File: config.mk
export PLATFORM = sky130hd
export DESIGN_NAME = tbird_lamp_sequencer_flat
export DESIGN_NICKNAME = d
export VERILOG_FILES = /design/src/rtl/tbird_lamp_sequencer_if.sv /design/src/rtl/tbird_lamp_sequencer.sv /design/src/flat_wrapper.sv
export SDC_FILE = /design/constraint.sdc
export NUM_CORES = 1
export LEC_CHECK = 0
export CAP_MARGIN = 20
export CORE_MARGIN = 3
export CORE_UTILIZATION = 50
export DETAILED_ROUTE_END_ITERATION = 8
export GPL_ROUTABILITY_DRIVEN = 0
export HOLD_SLACK_MARGIN = 0.12
export PLACE_DENSITY = 0.82
export SLEW_MARGIN = 20
export SYNTH_ARGS = -nofsm -noshare
export SYNTH_HDL_FRONTEND = slang
export SYNTH_SLANG_ARGS = --single-unit
File: constraint.sdc
create_clock -name clk -period 2.6 [get_ports clk]
set_clock_uncertainty 0.1 [all_clocks]
set_input_delay 0.52 -clock clk [delete_from_list [all_inputs] [get_ports clk]]
set_output_delay 0.52 -clock clk [all_outputs]
set_load 0.005 [all_outputs]
File: src/rtl/tbird_lamp_sequencer_if.sv
// Driver-control requests and lamp drive outputs of the tail-lamp sequencer.
interface tbird_lamp_sequencer_if #(
  parameter int LAMPS = 3
);
  logic             left;
  logic             right;
  logic             hazard;
  logic             brake;
  logic [LAMPS-1:0] lamps_l;
  logic [LAMPS-1:0] lamps_r;
  logic             busy;
  logic             step;

  modport master (
    output left, right, hazard, brake,
    input  lamps_l, lamps_r, busy, step
  );

  modport slave (
    input  left, right, hazard, brake,
    output lamps_l, lamps_r, busy, step
  );
endinterface

File: src/rtl/tbird_lamp_sequencer.sv
// Thunderbird tail-lamp sequencer: sequential turn, hazard flash and brake override
// with a built-in step prescaler.
module tbird_lamp_sequencer #(
  parameter int LAMPS = 3,
  parameter int DIV   = 4
) (
  input  logic                  clk,
  input  logic                  reset,
  tbird_lamp_sequencer_if.slave bus
);
  localparam int CW = (DIV > 1) ? $clog2(DIV) : 1;
  localparam int IW = $clog2(LAMPS + 1);
  localparam logic [CW-1:0] CNT_LAST = CW'(DIV - 1);
  localparam logic [IW-1:0] IDX_LAST = IW'(LAMPS);

  typedef enum logic [2:0] {IDLE, LEFT, RIGHT, HAZ_ON, HAZ_OFF} state_t;

  state_t           state, state_nx;
  logic [CW-1:0]    cnt;
  logic [IW-1:0]    idx, idx_nx;
  logic [LAMPS-1:0] therm, lamps_l_q, lamps_r_q, lamps_l_nx, lamps_r_nx;
  logic             busy_q, step, hz_req;

  assign step   = (cnt == CNT_LAST);
  assign hz_req = bus.hazard | (bus.left & bus.right);

  always_ff @(posedge clk or posedge reset) begin
    if (reset)     cnt <= '0;
    else if (step) cnt <= '0;
    else           cnt <= cnt + 1'b1;
  end

  always_comb begin
    state_nx = state;
    idx_nx   = idx;
    if (step) begin
      unique case (state)
        IDLE: begin
          if (hz_req)         begin state_nx = HAZ_ON; idx_nx = '0;   end
          else if (bus.left)  begin state_nx = LEFT;   idx_nx = IW'(1); end
          else if (bus.right) begin state_nx = RIGHT;  idx_nx = IW'(1); end
        end
        LEFT, RIGHT: begin
          if (hz_req)                begin state_nx = HAZ_ON; idx_nx = '0; end
          else if (idx == IDX_LAST)  begin state_nx = IDLE;   idx_nx = '0; end
          else                       idx_nx = idx + 1'b1;
        end
        HAZ_ON:  state_nx = HAZ_OFF;
        HAZ_OFF: state_nx = hz_req ? HAZ_ON : IDLE;
        default: begin state_nx = IDLE; idx_nx = '0; end
      endcase
    end
  end

  // Frames are built from the next state so a new frame appears right after its step edge,
  // while brake is folded in every cycle.
  always_comb begin
    therm = '0;
    for (int unsigned i = 0; i < LAMPS; i++) therm[i] = (i < 32'(idx_nx));
  end

  always_comb begin
    lamps_l_nx = '0;
    lamps_r_nx = '0;
    unique case (state_nx)
      IDLE: if (bus.brake) begin lamps_l_nx = '1; lamps_r_nx = '1; end
      LEFT: begin
        lamps_l_nx = therm;
        if (bus.brake) lamps_r_nx = '1;
      end
      RIGHT: begin
        lamps_r_nx = therm;
        if (bus.brake) lamps_l_nx = '1;
      end
      HAZ_ON:  begin lamps_l_nx = '1; lamps_r_nx = '1; end
      HAZ_OFF: begin lamps_l_nx = '0; lamps_r_nx = '0; end
      default: begin lamps_l_nx = '0; lamps_r_nx = '0; end
    endcase
  end

  always_ff @(posedge clk or posedge reset) begin
    if (reset) begin
      state     <= IDLE;
      idx       <= '0;
      lamps_l_q <= '0;
      lamps_r_q <= '0;
      busy_q    <= 1'b0;
    end else begin
      state     <= state_nx;
      idx       <= idx_nx;
      lamps_l_q <= lamps_l_nx;
      lamps_r_q <= lamps_r_nx;
      busy_q    <= (state_nx != IDLE);
    end
  end

  assign bus.lamps_l = lamps_l_q;
  assign bus.lamps_r = lamps_r_q;
  assign bus.busy    = busy_q;
  assign bus.step    = step;
endmodule
File: src/flat_wrapper.sv
// flat-port wrapper written by rule: the top's interface ports become plain ports
module tbird_lamp_sequencer_flat 
#(
  parameter int LAMPS = 3,
  parameter int DIV   = 4
)
  (clk, reset, bus_left, bus_right, bus_hazard, bus_brake, bus_lamps_l, bus_lamps_r, bus_busy, bus_step);
  tbird_lamp_sequencer_if #(.LAMPS(LAMPS)) bus_i ();
  input  logic clk;
  input  logic reset;
  input wire logic [$bits(bus_i.left)-1:0] bus_left;
  input wire logic [$bits(bus_i.right)-1:0] bus_right;
  input wire logic [$bits(bus_i.hazard)-1:0] bus_hazard;
  input wire logic [$bits(bus_i.brake)-1:0] bus_brake;
  output wire logic [$bits(bus_i.lamps_l)-1:0] bus_lamps_l;
  output wire logic [$bits(bus_i.lamps_r)-1:0] bus_lamps_r;
  output wire logic [$bits(bus_i.busy)-1:0] bus_busy;
  output wire logic [$bits(bus_i.step)-1:0] bus_step;
  assign bus_i.left = bus_left;
  assign bus_i.right = bus_right;
  assign bus_i.hazard = bus_hazard;
  assign bus_i.brake = bus_brake;
  assign bus_lamps_l = bus_i.lamps_l;
  assign bus_lamps_r = bus_i.lamps_r;
  assign bus_busy = bus_i.busy;
  assign bus_step = bus_i.step;
  tbird_lamp_sequencer #(.LAMPS(LAMPS), .DIV(DIV)) u_core (.clk(clk), .reset(reset), .bus(bus_i));
endmodule
# --- Word-level counts from Yosys, hierarchy flattened ---
# Index checks and enable logic that the tools add are counted.
word_totals:
  reg_bits: 14
op_classes:
  add_sub_neg: 2
  magnitude_cmp: 3
  eq_ne: 9
  muxes: 19
  bitwise: 2
  reduce_logical: 7
ops:
  columns: ["operator", "count"]
  rows:
  - ["$mux W3", 7]
  - ["$pmux W3 S3", 2]
  - ["$mux W2", 8]
  - ["$eq A3 B2 Y1 const B", 4]
  - ["$pmux W3 S4", 1]
  - ["$reduce_or A2 Y1", 4]
  - ["$eq A3 B1 Y1 const B", 2]
  - ["$logic_not A3 Y1", 2]
  - ["$pmux W2 S3", 1]
  - ["$add A2 B1 Y2 const B", 2]
  - ["$eq A2 B2 Y1 const B", 2]
  - ["$lt A1 B2 Y1 const A", 2]
  - ["$eq A3 B3 Y1 const B", 1]
  - ["$reduce_bool A3 Y1", 1]
  - ["$lt A2 B2 Y1 const A", 1]
  - ["$and A1 B1 Y1", 1]
  - ["$or A1 B1 Y1", 1]

# --- Logic depth before layout (Yosys ltp) ---
# Gate-level depths: netlist of run 1.
logic_depth:
  depth_word: 8
  depth_mapped: 7

# --- Worst setup path before layout of run 1 ---
# Ideal clock, no wire load.
synth_path:
  kind: "reg-to-reg"
  startpoint: "reg u_core.cnt[0]"
  endpoint: "reg u_core.lamps_l_q[0], in the netlist u_core.bus.lamps_l[0]"
  setup_time_ns: 0.124
  t_arrival_ns: 1.581
  slack_ns: 0.795
  stages_incl_launch_ff: 8
  path_buffers: 1
  period_less_slack_ns: 1.805
  path_cell_list: "dfrtp_1 > ha_1 > buf_2 > nor2_1 > a211oi_1 > a32o_2 > nand2b_2 > o31a_1"
synth_via:
  elab_chain_cells: 5
  elab_cells_between_ends: 10
  classes_between: "order compare (1); eq/ne (4); mux (3); reduce/logical (2)"
synth_rtl:
  columns: ["element", "line_no", "rtl"]
  rows:
  - ["from (decl)", "tbird_lamp_sequencer.sv:19", "logic [CW-1:0] cnt;"]
  - ["from (signal assigned)", "tbird_lamp_sequencer.sv:30", "else cnt <= cnt + 1'b1;"]
  - ["$eq A2 B2 Y1 (*)", "tbird_lamp_sequencer.sv:24", "assign step = (cnt == CNT_LAST);"]
  - ["named net bus_step", "flat_wrapper.sv:18", "output wire logic [$bits(bus_i.step)-1:0] bus_step;"]
  - ["$mux W3 (*)", "tbird_lamp_sequencer.sv:36", "if (step) begin"]
  - ["named net u_core.state_nx[1]", "tbird_lamp_sequencer.sv:18", "state_t state, state_nx;"]
  - ["$eq A3 B2 Y1 / $logic_not A3 Y1 (equally long branches)", "tbird_lamp_sequencer.sv:65", "unique case (state_nx)"]
  - ["$reduce_or A2 Y1 (no line)", null, null]
  - ["$pmux W3 S3 (*)", "tbird_lamp_sequencer.sv:65", null]
  - ["named net u_core.lamps_l_nx[0]", "tbird_lamp_sequencer.sv:21", "logic [LAMPS-1:0] therm, lamps_l_q, lamps_r_q, lamps_l_nx, lamps_r_nx;"]
  - ["to (signal assigned)", "tbird_lamp_sequencer.sv:91", "lamps_l_q <= lamps_l_nx;"]
  - ["to (decl)", "tbird_lamp_sequencer.sv:21", null]
# Mark *: on every way through the listed nets, which the timed path passes. The rest lies on a longest branch.

# --- Worst setup path in the final report of run 1 ---
layout_path:
  startpoint: "reg u_core.cnt[0]"
  endpoint: "out bus_step"
layout_via:
  elab_chain_cells: 1
layout_rtl:
  columns: ["element", "line_no"]
  rows:
  - ["$eq A2 B2 Y1", "tbird_lamp_sequencer.sv:24"]
  - ["to (decl)", "flat_wrapper.sv:18"]
# No other way between the ends.

==> reports/results.ini, run 1 <==
[run_status]
status=finished clean

[pwr]
vdd_drop_max_mv=0.7314
sw_frac_of_total_pct=35.51
power_mw=1.041
combPwrFrac_pct=47.2
p_int_uw=671.4
seq_power_share_pct=38.1
p_sw_uw=369.6
powerDensity_nw_per_um2=1098
p_clk_share_pct=14.7
leakagePower_nw=0.4077

[cts]
cts_tree=yes
cts_buffer_depth=2
root_buffer=clkbuf_4
ctsHoldBuffers=0
postCtsSetupBuffers=0
path_clk_slew_ns=0.08
cts_buffers=3
clk-insertion-delay-late_ns=0.28
cts_resized=0
cts.sinks=14
cts_max_level=1

[grt]
grt_pass1_wl_mm=2.601
grt_max_degree=15
track_usage_pct=17.58
grt_pass1_vias=583
grt_remaining_overflow=0
antenna_found_initial=0

[setup_path]
critPathSlowestCell=clkdlybuf4s50_1
crit_fanout=11
cpLargestDelayFamily=buffers and inverters
cp-end-kind=output pin
start_kind=flip-flop
slowest_delay_ns=0.57
cp_num_buf_inv=1
worstPathArrival_ns=1.57
required_ns=1.98
worst-setup-path-type=flip-flop to output pin
crit_chain=ha_1 -> clkdlybuf4s50_1

[cells_and_area]
multi_input_comb_area_sq_um=405.4
drive_above_1_share_pct=14.61
register_area_sq_um=350.3
area_growth_pct=18.81
final_util_pct=67.80
final_nets=98
antenna_cells=0
nFillCells=114

[timing]
worst_pin_slew_ns=0.5211
max_slew_margin_pct=65.22
final.min_clock_period_ns=2.192
fin_tns_setup_ns=0
rsz0062_at_grt=no
post-route-period-util_pct=84.31
setup_violations=0
max_freq_mhz=456.2
finalHoldViolCount=0
slew_violations=0

[drt]
drt-pass1-iter-count=4
vias_per_cell=5.971
first_iter_violations=17
routed_wirelength_mm=1.525
routedWlPerCell_um=14.66
ant_nets=0
vias=621
post-route-drc-count=0

[yosys]
synth_edf_count=0
yosysWarningCount=0
post_synth.cell_area_avg_sq_um=10.50
ys_ff_latch=14
ys_seq_area_share_pct=43.89
synth_cell_type_count=35
syn_area_sq_um=798.3
synthCells=76
syn_nets=84
ys.flop_type=dfrtp_1
async_flop_share_pct=100.0

[floorplanning]
die_area_sq_um=2112
die_x_um=45.96
coreArea_sq_um=1399
start_util_pct=57.07
placementRows=13
io_pins=14
die_h_um=45.96

[placement]
portBuffers=13
hpwl_mm=1.084

[job]
max_cap_violations=0

[hold_path]
hold_path_class=flip-flop to flip-flop

==> kinds of logic (layout without fill, tap and decap cells) <==
logic type / count (synthesis) / in the layout / share of synthesized area, %
buffers and inverters: 6 / 19 / 5.329
AOI/OAI and AO/OA: 31 / 31 / 30.25
adders and majority gates: 2 / 2 / 3.134
xor gates and xnor gates: 1 / 1 / 1.097
DFF: 14 / 14 / 43.89
and+or+nand+nor: 22 / 22 / 16.30
==> registers in the layout (all words and copies together), names as in the netlist <==
| register | cells |
|---|---|
| u_core.bus.lamps_l | 3 |
| u_core.bus.lamps_r | 3 |
| u_core.state | 3 |
| u_core.cnt | 2 |
| u_core.idx | 2 |
| u_core.bus.busy | 1 |
==> worst paths after layout <==
check / from / to / slack (ns) / depth (start not counted)
setup / recovery: u_core.cnt[0] / bus_step / 0.41 / 2
min in group asynchronous: reset / u_core.cnt[0] / 0.48 / 2
hold reg to reg: u_core.cnt[0] / u_core.cnt[0] / 0.34 / 1
hold / removal: u_core.cnt[0] / u_core.cnt[0] / 0.34 / 1
setup reg to reg: u_core.state[1] / u_core.bus.lamps_l[2] / 0.66 / 5
max in group asynchronous: reset / u_core.idx[1] / 1.58 / 2
==> layer usage <==
layer,track usage [%],share of wire (%),wire (um),vias to the layer above
met5,0,0,0,-
met4,13.07,2.8,43,0
met3,4.348,4.3,66,5
met2,24.45,45,680,17
met1,23.19,48,735,291
li1,-,-,-,308
==> through the flow <==
step                hold WS [ns]  instance area, sq um  setup slack (ns)  std cells
global placement          0.3153                 912.1            0.1898        100
global route              0.3722                 948.4            0.2961        104
CTS                       0.3521                 948.4            0.3834        104
detailed placement        0.3410                 912.1            0.2159        100
floorplan                 0.3031                 798.3            0.7951         76
finish                    0.3445                 948.4            0.4080        104
==> cell usage after synthesis, types with 2 or more instances <==
cell type  count  area (sq um)
dfrtp_1       14         350.3
nor2_1         5         18.77
o21a_1         5         37.54
a21oi_1        4         20.02
nand2_1        4         15.01
nand2b_1       3         18.77
o21ai_1        3         15.01
a211oi_2       2         25.02
a21o_1         2         15.01
a32o_2         2         22.52
buf_6          2         22.52
ha_1           2         25.02
inv_1          2         7.510
o21bai_1       2         15.01
o31a_1         2         17.52
o31ai_1        2         15.01
or3_1          2         12.51
==> power groups by stage <==
stage / registers, mW / logic [mW] / clock network [mW]
after floorplan: 0.347 / 0.404 / 0
after global placement: 0.397 / 0.477 / 0
after detailed placement: 0.398 / 0.487 / 0
after CTS: 0.395 / 0.493 / 0.159
after global routing: 0.411 / 0.543 / 0.168
final: 0.397 / 0.491 / 0.153
==> cells in the final DEF, fill, tap and decap left out, types with 3 or more instances in the layout <==
master | Yosys | layout
dfrtp_1 | 14 | 14
clkdlybuf4s50_1 | 0 | 13
nor2_1 | 5 | 5
o21a_1 | 5 | 5
nand2_1 | 4 | 4
a21oi_1 | 4 | 4
nand2b_1 | 3 | 3
o21ai_1 | 3 | 3
clkbuf_4 | 0 | 3
==> area by class of cell <==
class / count / area share, %
flip-flops and latches: 14 / 36.94
inverters: 2 / 0.7916
repair buffers: 13 / 13.72
multi-input cells: 56 / 42.74
well taps: 15 / 1.979
clock buffers: 4 / 3.826
Power figures use the tool's default switching activity.
==> run 2, diff against run 1 <==
==> constraint.sdc (replaced) <==
create_clock -name clk -period 2.05 [get_ports clk]
set_clock_uncertainty 0.1 [all_clocks]
set_input_delay 0.41 -clock clk [delete_from_list [all_inputs] [get_ports clk]]
set_output_delay 0.41 -clock clk [all_outputs]
set_load 0.005 [all_outputs]
==> run 2 against run 1 <==
Net effect: sequential share of layout area is 1.9 points lower; utilization is 3.8 points higher; global-route usage rose by 0.73 points; clock power is 26% higher; critical path type is now primary input to flip-flop; via count is 7.1% higher; critical path depth increased by 4; non-clock buffer count up 4; hold slack better by 0.018 ns; sequential cell count is the same; sequential power up 17%; final cell count grew 3.8%.
==> reports/results.ini, run 2 (synthesis gave the netlist of run 1 again) <==
[timing]
setup_violations=0  ; unchanged
slew_violations=0  ; unchanged
final.min_clock_period_ns=1.957
fin_tns_setup_ns=0  ; unchanged
max_freq_mhz=510.9
max_slew_margin_pct=65.90  ; +0.68 points
finalHoldViolCount=0  ; unchanged
post-route-period-util_pct=95.48
rsz0062_at_grt=no
worst_pin_slew_ns=0.5110  ; -0.01012 ns

[hold_path]
hold_path_class=primary input to async pin

[floorplanning]
die_area_sq_um=2112  ; unchanged
die_h_um=45.96  ; unchanged
placementRows=13  ; unchanged
io_pins=14  ; unchanged
die_x_um=45.96  ; unchanged
coreArea_sq_um=1399  ; unchanged
start_util_pct=57.07  ; unchanged

[placement]
hpwl_mm=1.143  ; +5.5%
placed_area_sq_um=942.2  ; +3.3%
portBuffers=13  ; unchanged

[drt]
routedWlPerCell_um=15.86  ; +8.2%
routed_wirelength_mm=1.713  ; +12%
drt-pass1-iter-count=6  ; +2
vias=665  ; +7.1%
post-route-drc-count=0  ; unchanged
first_iter_violations=13  ; -4
vias_per_cell=6.157  ; +3.1%
ant_nets=0  ; unchanged

[pwr]
power_mw=1.361  ; +31%
p_sw_uw=480.7  ; +30%
vdd_drop_max_mv=0.9903  ; +35%
p_int_uw=880.5  ; +31%
seq_power_share_pct=34.1  ; -4.0 points
sw_frac_of_total_pct=35.32  ; -0.19 points
combPwrFrac_pct=51.8  ; +4.6 points
leakagePower_nw=0.4380  ; +7.4%
p_clk_share_pct=14.2  ; -0.5 points
powerDensity_nw_per_um2=1360  ; +24%

[cts]
path_clk_slew_ns=0.08  ; about the same
cts.sinks=14  ; unchanged
postCtsSetupBuffers=0  ; unchanged
cts_max_level=1  ; unchanged
cts_tree=yes
clk-insertion-delay-late_ns=0.28  ; about the same
cts_buffer_depth=2  ; unchanged
ctsHoldBuffers=0  ; unchanged
cts_buffers=3  ; unchanged
cts_resized=1  ; +1
root_buffer=clkbuf_4

[cells_and_area]
final_common_cell=dfrtp_1
area_growth_pct=25.39
final_nets=102  ; +4.1%
final_util_pct=71.56  ; +3.8 points
mostFrequentLayoutCells=dfrtp_1 (14), clkdlybuf4s50_1 (12), nor2_1 (5), o21a_1 (5)
nFillCells=105  ; -7.9%
register_area_sq_um=350.3  ; unchanged
drive_above_1_share_pct=21.51  ; +6.9 points
postLayoutCellArea_sq_um=1001  ; +5.5%
antenna_cells=0  ; unchanged
multi_input_comb_area_sq_um=425.4  ; +4.9%

[setup_path]
cp-end-kind=flip-flop
start_kind=primary input
required_ns=2.12  ; +0.14 ns
crit_fanout=6  ; -5
worstPathArrival_ns=2.03  ; +0.46 ns
worst-setup-path-type=primary input to flip-flop

[grt]
antenna_found_initial=0  ; unchanged
track_usage_pct=18.31  ; +0.73 points
grt_max_degree=15  ; unchanged
grt_remaining_overflow=0  ; unchanged
grt_pass1_wl_mm=2.760  ; +6.1%
grt_pass1_vias=651  ; +12%

[job]
max_cap_violations=0  ; unchanged

[run_status]
status=finished clean

==> run 2: changes by cell type in the layout (fill, tap and decap cells not counted), sizes merged <==
cell,delta
buf,+4
clkdlybuf4s50,-1
dlymetal6s2s,+1
==> run 2: power by group through the flow <==
stage	Clock [mW]	Combinational, mW	Sequential [mW]
2_1_floorplan	0	0.512	0.440
3_3_place_gp	0	0.680	0.463
3_5_place_dp	0	0.694	0.466
4_1_cts	0.197	0.701	0.462
5_1_grt	0.209	0.776	0.477
6_report	0.193	0.705	0.464
==> run 2: per-layer routing <==
layer | GRT usage (%) | vias to the layer above | wire (um)
met5 | 0 | - | 0
met2 | 29.67 | 23 | 851
li1 | - | 315 | -
met4 | 11.93 | 0 | 24
met1 | 22.69 | 323 | 752
met3 | 1.976 | 4 | 85
==> run 2: path summary, 6_finish.rpt <==
kind                       depth (start not counted)  slack, ns                    end          start
max                                                6       0.09  u_core.bus.lamps_l[2]       bus_left
min                                                2       0.36        u_core.state[0]          reset
max reg2reg                                        6       0.21  u_core.bus.lamps_l[2]  u_core.idx[0]
min reg2reg                                        1       0.40          u_core.cnt[0]  u_core.cnt[0]
max in group asynchronous                          2       1.15        u_core.state[1]          reset
min in group clk                                   1       0.40          u_core.cnt[0]  u_core.cnt[0]
==> run 2: final cells by class <==
class                      count  area share (%)
clock buffer                   4           3.625
inverter                       2          0.7500
multi-input combinational     56           42.50
sequential                    14           35.00
tap                           15           1.875
timing repair buffer          17           16.25
==> run 2: metrics by stage <==
stage / setup WS (ns) / hold WS (ns) / std cells
6_report: 0.09266 / 0.3625 / 108
3_5_place_dp: -0.2710 / 0.3202 / 104
2_1_floorplan: 0.2451 / 0.1992 / 76
3_3_place_gp: -0.2458 / 0.3125 / 104
4_1_cts: 0.009925 / 0.3525 / 108
5_1_grt: 0.01567 / 0.3925 / 108
==> run 2: critical path: stages <==
cell and delay, ns:
clkdlybuf4s50_1 0.49, or3_1 0.36, a221oi_2 0.28, a211oi_2 0.10
a21boi_2 0.18, o21a_1 0.19
==> run 3, diff against run 2 <==
--- a/config.mk
+++ b/config.mk
@@ -7,11 +7,12 @@
 export LEC_CHECK = 0
 export CAP_MARGIN = 20
 export CORE_MARGIN = 3
-export CORE_UTILIZATION = 50
+export CORE_UTILIZATION = 55
 export DETAILED_ROUTE_END_ITERATION = 8
+export DONT_BUFFER_PORTS = 1
 export GPL_ROUTABILITY_DRIVEN = 0
 export HOLD_SLACK_MARGIN = 0.12
-export PLACE_DENSITY = 0.82
+export PLACE_DENSITY = 0.76
 export SLEW_MARGIN = 20
 export SYNTH_ARGS = -nofsm -noshare
 export SYNTH_HDL_FRONTEND = slang
==> run 3 against run 2 <==
Net effect: critical path depth down 1; combinational power fell by 30%; utilization shrank 8.7 points; total power is 13% lower; via count down 18%; non-clock buffer count is 15 lower; largest power group is now registers.
==> reports/results.ini, run 3 (synthesis gave the netlist of run 1 again) <==
[cells_and_area]
final_common_cell=dfrtp_1
nFillCells=103  ; -1.9%
register_area_sq_um=350.3  ; unchanged
antenna_cells=0  ; unchanged
mostFrequentLayoutCells=dfrtp_1 (14), nor2_1 (5), o21a_1 (5)
drive_above_1_share_pct=19.23  ; -2.3 points
final_nets=87  ; -15%
multi_input_comb_area_sq_um=407.9  ; -4.1%
area_growth_pct=5.016

[floorplanning]
die_area_sq_um=1944  ; -7.9%
start_util_pct=59.85  ; +2.8 points
placementRows=13  ; unchanged
die_x_um=44.10  ; -4.0%
coreArea_sq_um=1334  ; -4.7%
io_pins=14  ; unchanged
die_h_um=44.10  ; -4.0%

[setup_path]
slowest_delay_ns=0.59  ; +0.10 ns
cp-end-kind=flip-flop
crit_end=u_core.bus.lamps_l[0]
critPathSlowestCell=dfrtp_1
start_kind=flip-flop
worst-setup-path-type=flip-flop to flip-flop
worstSetupStartpoint=u_core.state[0]
cp.depth=5  ; -1
crit_chain=and2_1 -> a211oi_1 -> a32o_2 -> nand2b_2 -> o31a_1
crit_fanout=13  ; +7
reg2reg_depth=5  ; -1
worstPathArrival_ns=1.96  ; -0.07 ns
cp_num_buf_inv=0  ; -1
timing.rr.start=u_core.state[0]
required_ns=2.10  ; -0.02 ns
r2r_slack_ns=0.14  ; -0.07 ns
worstReg2RegEnd=u_core.bus.lamps_l[0]
cpLargestDelayFamily=compound AO/OA/AOI/OAI gates

[grt]
grt_remaining_overflow=0  ; unchanged
use_met2_pct=25.29  ; -4.4 points
grt_pass1_vias=527  ; -19%
grt_pass1_wl_mm=2.380  ; -14%
grt_use_met3_pct=4.472  ; +2.5 points
grt_max_degree=15  ; unchanged
busiest_layer=met2
antenna_found_initial=0  ; unchanged
track_usage_pct=16.32  ; -2.0 points
use_met1_pct=22.16  ; -0.53 points

[run_status]
status=finished clean

[drt]
routed_wirelength_mm=1.368  ; -20%
vias=544  ; -18%
drt-pass1-iter-count=4  ; -2
vias_per_cell=5.849  ; -5.0%
ant_nets=0  ; unchanged
routedWlPerCell_um=14.71  ; -7.3%
post-route-drc-count=0  ; unchanged
first_iter_violations=8  ; -5

[cts]
cts_tree=yes
cts.sinks=14  ; unchanged
postCtsSetupBuffers=0  ; unchanged
cts_max_level=1  ; unchanged
clk-insertion-delay-late_ns=0.26  ; -0.02 ns
cts_buffer_depth=2  ; unchanged
path_clk_slew_ns=0.08  ; about the same
root_buffer=clkbuf_4
cts_buffers=3  ; unchanged

[hold_path]
hp-start=bus_brake
hold_path_class=primary input to flip-flop

[timing]
max_slew_margin_pct=66.37  ; +0.47 points
finalHoldViolCount=0  ; unchanged
final.min_clock_period_ns=1.909  ; -0.04856 ns
setup_violations=0  ; unchanged
max_freq_mhz=523.9  ; +2.5%
worst_pin_slew_ns=0.5039  ; -0.007088 ns
slew_violations=0  ; unchanged
rsz0062_at_grt=no
post-route-period-util_pct=93.11  ; -2.4 points
timing.hold.ws_ns=0.3303  ; -0.03224 ns
fin_tns_setup_ns=0  ; unchanged

[placement]
portBuffers=0  ; -13
hpwl_mm=1.028  ; -10%

[job]
max_cap_violations=0  ; unchanged

[pwr]
leakagePower_nw=0.3656  ; -17%
powerDensity_nw_per_um2=1416  ; +4.2%
vdd_drop_max_mv=0.8120  ; -18%

run 3: area by class of cell:
cell class / count / area share [%]
timing repair buffer: 2 / 2.090
multi-input combinational: 56 / 48.66
tap: 15 / 2.239
inverter: 2 / 0.8955
clock buffer: 4 / 4.328
sequential: 14 / 41.79
run 3: worst reg2reg max path: cells and delay by family, from the launching register on:
family          cells  cell delay, ns
simple gates        2            0.47
compound gates      3            0.64
flops               1            0.59
run 3: how the worst min path moves through the flow:
stage	end	slack (ns)	cells past startpoint
5_1_grt	u_core.bus.lamps_l[1]	0.32	2
3_3_place_gp	u_core.state[2]	0.25	1
6_report	u_core.bus.lamps_l[1]	0.33	2
2_1_floorplan	u_core.bus.busy	0.20	1
4_1_cts	u_core.bus.lamps_l[1]	0.33	2
3_5_place_dp	u_core.cnt[0]	0.26	1
run 3: metal layers:
metal | up-vias | part of all wire [%]
met5 | - | 0
met4 | 0 | 0.73
met3 | 2 | 7.0
met2 | 13 | 48
met1 | 244 | 45
li1 | 285 | -
run 3: repair_timing:
action | CTS | global route
endpoints found under the hold margin | 14 | 0
setup endpoints to repair | 0 | 1
hold buffers | 1 | 0
gates resized for setup | 0 | 1
run 3: per-stage QoR:
| step | setup WS [ns] | util, % | std cells | total power, mW | instance area, sq um |
|---|---|---|---|---|---|
| global route | 0.01717 | 62.85 | 93 | 1.281 | 838.3 |
| CTS | 0.1472 | 62.66 | 93 | 1.198 | 835.8 |
| finish | 0.1412 | 62.85 | 93 | 1.187 | 838.3 |
| floorplan | 0.2451 | - | 76 | 0.9516 | 798.3 |
| detailed placement | 0.1662 | 59.19 | 88 | 1.004 | 789.5 |
| global placement | 0.1574 | 59.19 | 88 | 0.9971 | 789.5 |
run 3: where the power goes:
part | internal (mW) | switching [mW] | leakage (nW) | total [mW]
Clock | 0.108 | 0.0782 | 0.0210 | 0.186
Sequential | 0.379 | 0.133 | 0.171 | 0.512
Combinational | 0.264 | 0.225 | 0.173 | 0.490
